[src/rtl/dct2d_pkg.sv]
// Shared constants and types for the 8x8 2-D DCT row/column pass scheduler.
package dct2d_pkg;

  localparam int DCT_N = 8;
  localparam int DCT_W = 32;
  localparam int CNT_W = 4;

  typedef logic [DCT_N-1:0][DCT_W-1:0] vec_t;

  typedef enum logic {
    ROW,
    COL
  } state_t;

endpackage

[src/rtl/dct2d_tbuf.sv]
// 8x8 transpose buffer: whole-row register writes, combinational whole-column reads.
module dct2d_tbuf
  import dct2d_pkg::*;
#(
  parameter int W = DCT_W,
  parameter int N = DCT_N
) (
  input  logic           clk,
  input  logic           we,
  input  logic [2:0]     waddr,
  input  logic [N*W-1:0] wrow,
  input  logic [2:0]     raddr,
  output logic [N*W-1:0] rcol
);

  logic [N-1:0][N-1:0][W-1:0] mem;
  logic [N-1:0][W-1:0]        wrow_v;
  logic [N-1:0][W-1:0]        rcol_v;

  assign wrow_v = wrow;
  assign rcol   = rcol_v;

  // Contents are don't-care after reset, so the array carries no reset.
  always_ff @(posedge clk) begin
    if (we) begin
      mem[waddr] <= wrow_v;
    end
  end

  always_comb begin
    rcol_v = '0;
    for (int unsigned k = 0; k < N; k++) begin
      rcol_v[k] = mem[k][raddr];
    end
  end

endmodule

[src/rtl/dct2d_pass_scheduler.sv]
// Time-shares one 1-D DCT engine between the row pass (input rows -> transpose
// buffer) and the column pass (buffer columns -> quantizer) of an 8x8 2-D DCT.
module dct2d_pass_scheduler
  import dct2d_pkg::*;
#(
  parameter int W = DCT_W,
  parameter int N = DCT_N
) (
  input  logic           clk,
  input  logic           rst,
  input  logic           in_valid,
  output logic           in_ready,
  input  logic [N*W-1:0] in_row,
  output logic           out_valid,
  input  logic           out_ready,
  output logic [N*W-1:0] out_col,
  output logic [2:0]     out_idx,
  output logic           out_last,
  output logic           dct_in_valid,
  input  logic           dct_in_ready,
  output logic [N*W-1:0] dct_in,
  input  logic           dct_out_valid,
  output logic           dct_out_ready,
  input  logic [N*W-1:0] dct_out,
  output logic           busy
);

  localparam logic [CNT_W-1:0] CNT_FULL = CNT_W'(N);
  localparam logic [CNT_W-1:0] CNT_LAST = CNT_W'(N - 1);
  localparam logic [CNT_W-1:0] CNT_ONE  = CNT_W'(1);

  state_t           state, state_nx;
  logic [CNT_W-1:0] iss, iss_nx;
  logic [CNT_W-1:0] col, col_nx;
  logic             iss_open;
  logic             col_open;
  logic             buf_we;
  logic [N*W-1:0]   buf_rcol;

  assign iss_open = (iss < CNT_FULL);
  assign col_open = (col < CNT_FULL);

  dct2d_tbuf #(
    .W(W),
    .N(N)
  ) u_tbuf (
    .clk   (clk),
    .we    (buf_we),
    .waddr (col[2:0]),
    .wrow  (dct_out),
    .raddr (iss[2:0]),
    .rcol  (buf_rcol)
  );

  always_ff @(posedge clk or posedge rst) begin
    if (rst) begin
      state <= ROW;
      iss   <= '0;
      col   <= '0;
    end else begin
      state <= state_nx;
      iss   <= iss_nx;
      col   <= col_nx;
    end
  end

  // Issue (iss) and result (col) counters advance independently each cycle;
  // the pass-completing result overrides both back to zero.
  always_comb begin
    state_nx      = state;
    iss_nx        = iss;
    col_nx        = col;
    buf_we        = 1'b0;
    in_ready      = 1'b0;
    dct_in_valid  = 1'b0;
    dct_in        = in_row;
    dct_out_ready = 1'b1;
    out_valid     = 1'b0;

    case (state)
      ROW: begin
        dct_in_valid = in_valid && iss_open;
        in_ready     = dct_in_ready && iss_open;
        if (in_valid && dct_in_ready && iss_open) begin
          iss_nx = iss + CNT_ONE;
        end
        if (dct_out_valid && col_open) begin
          buf_we = 1'b1;
          col_nx = col + CNT_ONE;
          if (col == CNT_LAST) begin
            state_nx = COL;
            iss_nx   = '0;
            col_nx   = '0;
          end
        end
      end

      COL: begin
        dct_in_valid  = iss_open;
        dct_in        = buf_rcol;
        dct_out_ready = out_ready;
        out_valid     = dct_out_valid;
        if (iss_open && dct_in_ready) begin
          iss_nx = iss + CNT_ONE;
        end
        if (dct_out_valid && out_ready) begin
          col_nx = col + CNT_ONE;
          if (col == CNT_LAST) begin
            state_nx = ROW;
            iss_nx   = '0;
            col_nx   = '0;
          end
        end
      end
    endcase
  end

  assign out_col  = dct_out;
  assign out_idx  = col[2:0];
  assign out_last = (state == COL) && (col == CNT_LAST);
  assign busy     = (iss != '0) || (col != '0) || (state == COL);

endmodule

[config.mk]
export PLATFORM = sky130hd
export DESIGN_NAME = dct2d_pass_scheduler
export DESIGN_NICKNAME = d
export VERILOG_FILES = /design/src/rtl/dct2d_pkg.sv /design/src/rtl/dct2d_tbuf.sv /design/src/rtl/dct2d_pass_scheduler.sv
export SDC_FILE = /design/constraint.sdc
export NUM_CORES = 2
export LEC_CHECK = 0
export ABC_AREA = 0
export BUFFER_PORTS_ARGS = -buffer_cell sky130_fd_sc_hd__buf_2
export CAP_MARGIN = 15
export CELL_PAD_IN_SITES_DETAIL_PLACEMENT = 1
export CELL_PAD_IN_SITES_GLOBAL_PLACEMENT = 1
export CORE_AREA = 2 2 403 405
export CTS_CLUSTER_SIZE = 8
export DETAILED_ROUTE_END_ITERATION = 16
export DIE_AREA = 0 0 405 407
export PLACE_DENSITY = 0.82
export SLEW_MARGIN = 20
export SYNTH_ARGS = -nofsm -noshare
export SYNTH_HDL_FRONTEND = slang
export SYNTH_SLANG_ARGS = --single-unit
[constraint.sdc]
create_clock -name clk -period 31.8 [get_ports clk]
set_clock_uncertainty 0.2 [all_clocks]
set_input_delay 7.95 -clock clk [delete_from_list [all_inputs] [get_ports clk]]
set_output_delay 7.95 -clock clk [all_outputs]
set_load 0.02 [all_outputs]
== Yosys cells after proc, flatten, opt, wreduce, memory -nomap -nowiden ==
Index checks and enable logic that the tools add are counted.
Word-level totals
  register bits: 2057
  output and inout bits: 521
Cells by class
  reductions and logical operators: 13
  mux-type cells: 42
  add/sub/neg operators: 2
  magnitude comparators: 5
  bitwise gates (word level): 1
  equality and inequality tests: 3
Operators with widths (number)
  bitwise mux 2048 bit: 1
  binary-select mux 32 bit (select 3 bit): 8
  demux 256 bit (select 3 bit): 1
  2-to-1 mux 256 bit: 2
  2-to-1 mux 32 bit: 8
  2-to-1 mux 4 bit: 9
  case mux 4 bit (2 select lines): 2
  2-to-1 mux 1 bit: 9
  adder 4 x 1 -> 4 bit, second input constant: 2
  logical AND 1 bit: 8
  less-than comparator 3 x 4 -> 1 bit, second input constant: 2
  less-than comparator 4 bit, second input constant: 2
  nonzero test 4 bit: 2
  equality test 4 x 3 -> 1 bit, second input constant: 1
  case mux 1 bit (2 select lines): 2
  >= comparator 3 x 1 -> 1 bit, second input constant: 1
  logical OR 1 bit: 2
  != test 2 x 1 -> 1 bit, second input constant: 1
  != test 2 bit, second input constant: 1
  AND reduction 2 bit: 1
  inverter 1 bit: 1

== Logic depth before layout (Yosys ltp) ==
  word-level depth: 6
  mapped depth: 8
  mapped depth without buffers: 5

== Modules after synthesis ==
Synthesis repeated with hierarchy kept, for this count alone.
Second synthesis, totals
  cells, all modules: 3576
  area total of the unflattened synthesis: 82674.3 um2
Modules (own cells, without submodules)
  dct2d_tbuf: area an instance 76916.3 um2, instances 1, cells an instance 2971
  dct2d_pass_scheduler: area an instance 5758.0 um2, instances 1, cells an instance 605

== Least setup slack after synthesis ==
OpenSTA, ideal clock, no wires.
  path kind: in2reg
  start: input dct_out_valid
  end: register u_tbuf.mem[256] (netlist name), enable pin
  stages on the path: 2
  path slack: 5.104 ns
  data arrival time: 25.310 ns
  path buffers: 0
  required time: 30.414 ns
  setup time: 1.186 ns
  cell sequence: nand3_1 > nor3_1
Between the ends
  cells in the longest elaborated chain, start to end: 3
RTL lines
  from (decl): line dct2d_pass_scheduler.sv:22  | input logic dct_out_valid,
  logical AND 1 bit: line dct2d_pass_scheduler.sv:87  | if (dct_out_valid && col_open) begin
  2-to-1 mux 1 bit: line dct2d_pass_scheduler.sv:87
  2-to-1 mux 1 bit: line dct2d_pass_scheduler.sv:80  | case (state)
  to (signal, indexed assignment): line dct2d_tbuf.sv:26  | mem[waddr] <= wrow_v;
  to (decl): line dct2d_tbuf.sv:16  | logic [N-1:0][N-1:0][W-1:0] mem;
No other way between the ends.
A chain may end at the register's enable or synchronous reset.

== Final worst setup path ==
  start: input in_row[106]
  end: output dct_in[106]
Between the ends
  cells in the longest elaborated chain, start to end: 1
RTL lines
  from (decl): line dct2d_pass_scheduler.sv:13  | input logic [N*W-1:0] in_row,
  2-to-1 mux 256 bit: line dct2d_pass_scheduler.sv:80
  to (decl): line dct2d_pass_scheduler.sv:21  | output logic [N*W-1:0] dct_in,
No other way between the ends.

==> flow_metrics.env <==
export IMPL_dp_slack_ps=14700
export IMPL_synth_edf_count=2048
export IMPL_finalSetupTns_ps=0
export IMPL_maxSlewHeadroom=0.2372
export IMPL_final_max_slew_viol_count=0
export IMPL_maxCapViolCount=0
export IMPL_die_h_microns=407
export IMPL_gr_total_overflow=0
export IMPL_p_per_area_mw_per_mm2=93.74
export IMPL_post_route_period_util=0.5375
export IMPL_die_w_microns=405
export IMPL_cp_data_arrival_time_ps=8940
export IMPL_synth_top_area_cell="edfxtp_1"
export IMPL_vias_per_cell=6.367
export IMPL_path_cells="buf_2 > nor2_1 > a31oi_1 > buf_2"
export IMPL_start_util=0.5078
export IMPL_core_sq_mm=0.1602
export IMPL_wl_per_cell_microns=34.29
export IMPL_grtUsageTotal=0.2990
export IMPL_tritoncts="done"
export IMPL_ys_flop_type="edfxtp_1"
export IMPL_async_flop_share=0.004375
export IMPL_synth_top_cell_area_share=0.7560
export IMPL_ctsLongestPathBuffers=4
export IMPL_drive_gt1_frac=0.3813
export IMPL_slowest_delay_ps=580
export IMPL_rsz0062_at_grt="false"
export IMPL_synth_cell_type_count=32
export IMPL_crit_type="input pin to output pin"
export IMPL_gp_congestion=0.8783
export IMPL_hold_path_class="flip-flop to flip-flop"
export IMPL_syn_avg_cell_area_sq_um=19.61
export IMPL_vias=46435
export IMPL_row_count=147
export IMPL_cp_required_ps=23650
export IMPL_firstDrtPassIters=8
export IMPL_drc=0
export IMPL_ctsResizeCount=0
export IMPL_crit_fanout=1
export IMPL_syn_to_final_growth_pct=16.38
export IMPL_start_kind="input pin"
export IMPL_cts_setup_buffers=0
export IMPL_cts_buffers=307
export IMPL_worstMarginPinSlew_ps=1144
export IMPL_port_buffers=1038
export IMPL_setup_slack_ps=14710
export IMPL_htreeDepth=5
export IMPL_postRouteAntennaNets=0
export IMPL_placed_cell_area_sq_mm=0.08660
export IMPL_dieArea_sq_mm=0.1648
export IMPL_synth_seq_area_share=0.7588
export IMPL_cts_root_buf="clkbuf_16"
export IMPL_fmax_ghz=0.05850
export IMPL_yosys_warnings=0
export IMPL_worst_path_most_repeated_cell="buf_2"
export IMPL_worstSkewPairLatency_ps=910
export IMPL_finalHoldViolCount=0
export IMPL_drt_iter0_markers=6255
export IMPL_synth_area_leaders="edfxtp_1 76%, mux4_2 14%, buf_4 2.6%"
export IMPL_grt_first_pass_wirelength_microns=350300
export IMPL_cpLargestDelayFamily="compound AO/OA/AOI/OAI gates"
export IMPL_ioPinCount=1039
export IMPL_worst_hold_slack_ps=398.8
export IMPL_slowest_stage="a31oi_1"
export IMPL_final_cell_area_sq_mm=0.09468
export IMPL_grt_max_degree=161
export IMPL_finalSetupViolCount=0
export IMPL_clk_pin_slew_ps=50
export IMPL_syn_nets=4671
export IMPL_status="completed"
export IMPL_crit_path_end_kind="output pin"
export IMPL_fin_nets=5593
export IMPL_cts_hold_buffers_added=0
export IMPL_clock_sinks=2057
export IMPL_antenna_found_initial=43
export IMPL_synthCells=4149
export IMPL_crit_buf_inv=2
export IMPL_first_global_vias=48308
export IMPL_leakage_nw=32.18
export IMPL_dp_hpwl_microns=154700
export IMPL_ys_seq_elements=2057
export IMPL_total_power_mw=8.875
export IMPL_syn_cell_area_sq_mm=0.08135
export IMPL_routed_wl_microns=250100
export IMPL_peakVddDrop_mv=0.07111
export IMPL_fin_crit_ps=17090
layout by cell type (no fill, tap or decap), types with 2 or more instances in the layout:
| cell type | netlist | routed |
|---|---|---|
| ha_1 | 4 | 4 |
| buf_6 | 39 | 3 |
| nand2b_1 | 2 | 2 |
| nand2_1 | 520 | 520 |
| xnor2_1 | 3 | 3 |
| diode_2 | 0 | 27 |
| a31oi_1 | 256 | 256 |
| nand3_1 | 3 | 3 |
| o21ai_0 | 4 | 4 |
| mux4_2 | 512 | 512 |
| buf_16 | 0 | 2 |
| dfrtp_4 | 0 | 4 |
| inv_1 | 7 | 7 |
| inv_6 | 0 | 7 |
| dfrtp_1 | 9 | 5 |
| clkbuf_1 | 116 | 26 |
| nor2_1 | 271 | 265 |
| buf_4 | 277 | 56 |
| nand4_1 | 2 | 2 |
| nor2_4 | 0 | 6 |
| clkbuf_16 | 0 | 310 |
| buf_12 | 0 | 3 |
| mux2_2 | 2 | 2 |
| edfxtp_1 | 2048 | 2048 |
| buf_2 | 45 | 1038 |
| and2_1 | 3 | 3 |
routing by layer:
metal / global-route usage / vias up / share of wire
met3: 0.07803 / 687 / 0.11
met5: 0 / - / 0.00061
met2: 0.4777 / 3573 / 0.49
li1: - / 18118 / -
met4: 0.1571 / 24 / 0.053
met1: 0.3791 / 24033 / 0.35
power breakdown:
group	internal, mW	leakage, nW	switching (mW)	total [mW]
Clock	1.71	3.89	1.10	2.81
Sequential	3.24	18.6	0.127	3.37
Combinational	0.958	9.70	1.74	2.70
worst reg2reg max path, cell delays in order (launching register included):
cell and delay [ps]:
dfrtp_4 840, nor2_1 390, nand3_1 400, nor2_4 210, buf_4 810, buf_4 940, buf_4 870
logic make-up after synthesis:
family / Yosys count / synth area share
adder cells (fa/ha/maj): 4 / 0.0006152
flip-flops: 2057 / 0.7588
XOR/XNOR: 3 / 0.0003231
AND/OR/NAND/NOR: 809 / 0.03787
multiplexers: 514 / 0.1420
AO/OA/AOI/OAI: 265 / 0.02041
buffers and inverters: 497 / 0.04000
cell type report:
| type | count | area (sq um) |
|---|---|---|
| Tap cell | 2160 | 2703 |
| Sequential cell | 2057 | 61740 |
| Timing Repair Buffer | 1102 | 5764 |
| Antenna cell | 27 | 67.56 |
| Inverter | 8 | 37.54 |
| Clock inverter | 8 | 77.57 |
| Fill cell | 14001 | 65520 |
| Clock buffer | 336 | 7855 |
| Multi-Input combinational cell | 1595 | 16430 |
state kept, by name, indices dropped and copies added, names as in the netlist:
| signal | flops |
|---|---|
| col | 4 |
| iss | 4 |
| state | 1 |
| u_tbuf.mem | 2048 |
Yosys cell counts (2+ instances only):
master / n
and2_1: 3
xnor2_1: 3
nand4_1: 2
dfrtp_1: 9
buf_6: 39
buf_2: 45
nand2b_1: 2
nor3_1: 3
nand2_1: 520
buf_4: 277
inv_1: 7
mux4_2: 512
nand3_1: 3
buf_1: 12
mux2_2: 2
o21ai_0: 4
edfxtp_1: 2048
a31oi_1: 256
ha_1: 4
nor2_1: 271
clkbuf_1: 116
metrics by stage:
step,std cells,util
6_report,7293,0.5910
5_1_grt,7286,0.5909
4_1_cts,7264,0.5901
3_5_place_dp,6920,0.5406
3_3_place_gp,6920,0.5406
2_1_floorplan,4149,-
path summary, 6_finish.rpt:
kind | startpoint | depth (start not counted) | endpoint | slack (ps)
max | in_row[106] | 4 | dct_in[106] | 14710
min | col[3] | 1 | col[3] | 400
max reg2reg | state | 6 | u_tbuf.mem[776] | 26630
min reg2reg | col[3] | 1 | col[3] | 400
max in group asynchronous | rst | 2 | iss[0] | 24190
min in group asynchronous | rst | 2 | state | 6840
(Power assumes the default switching activity.)
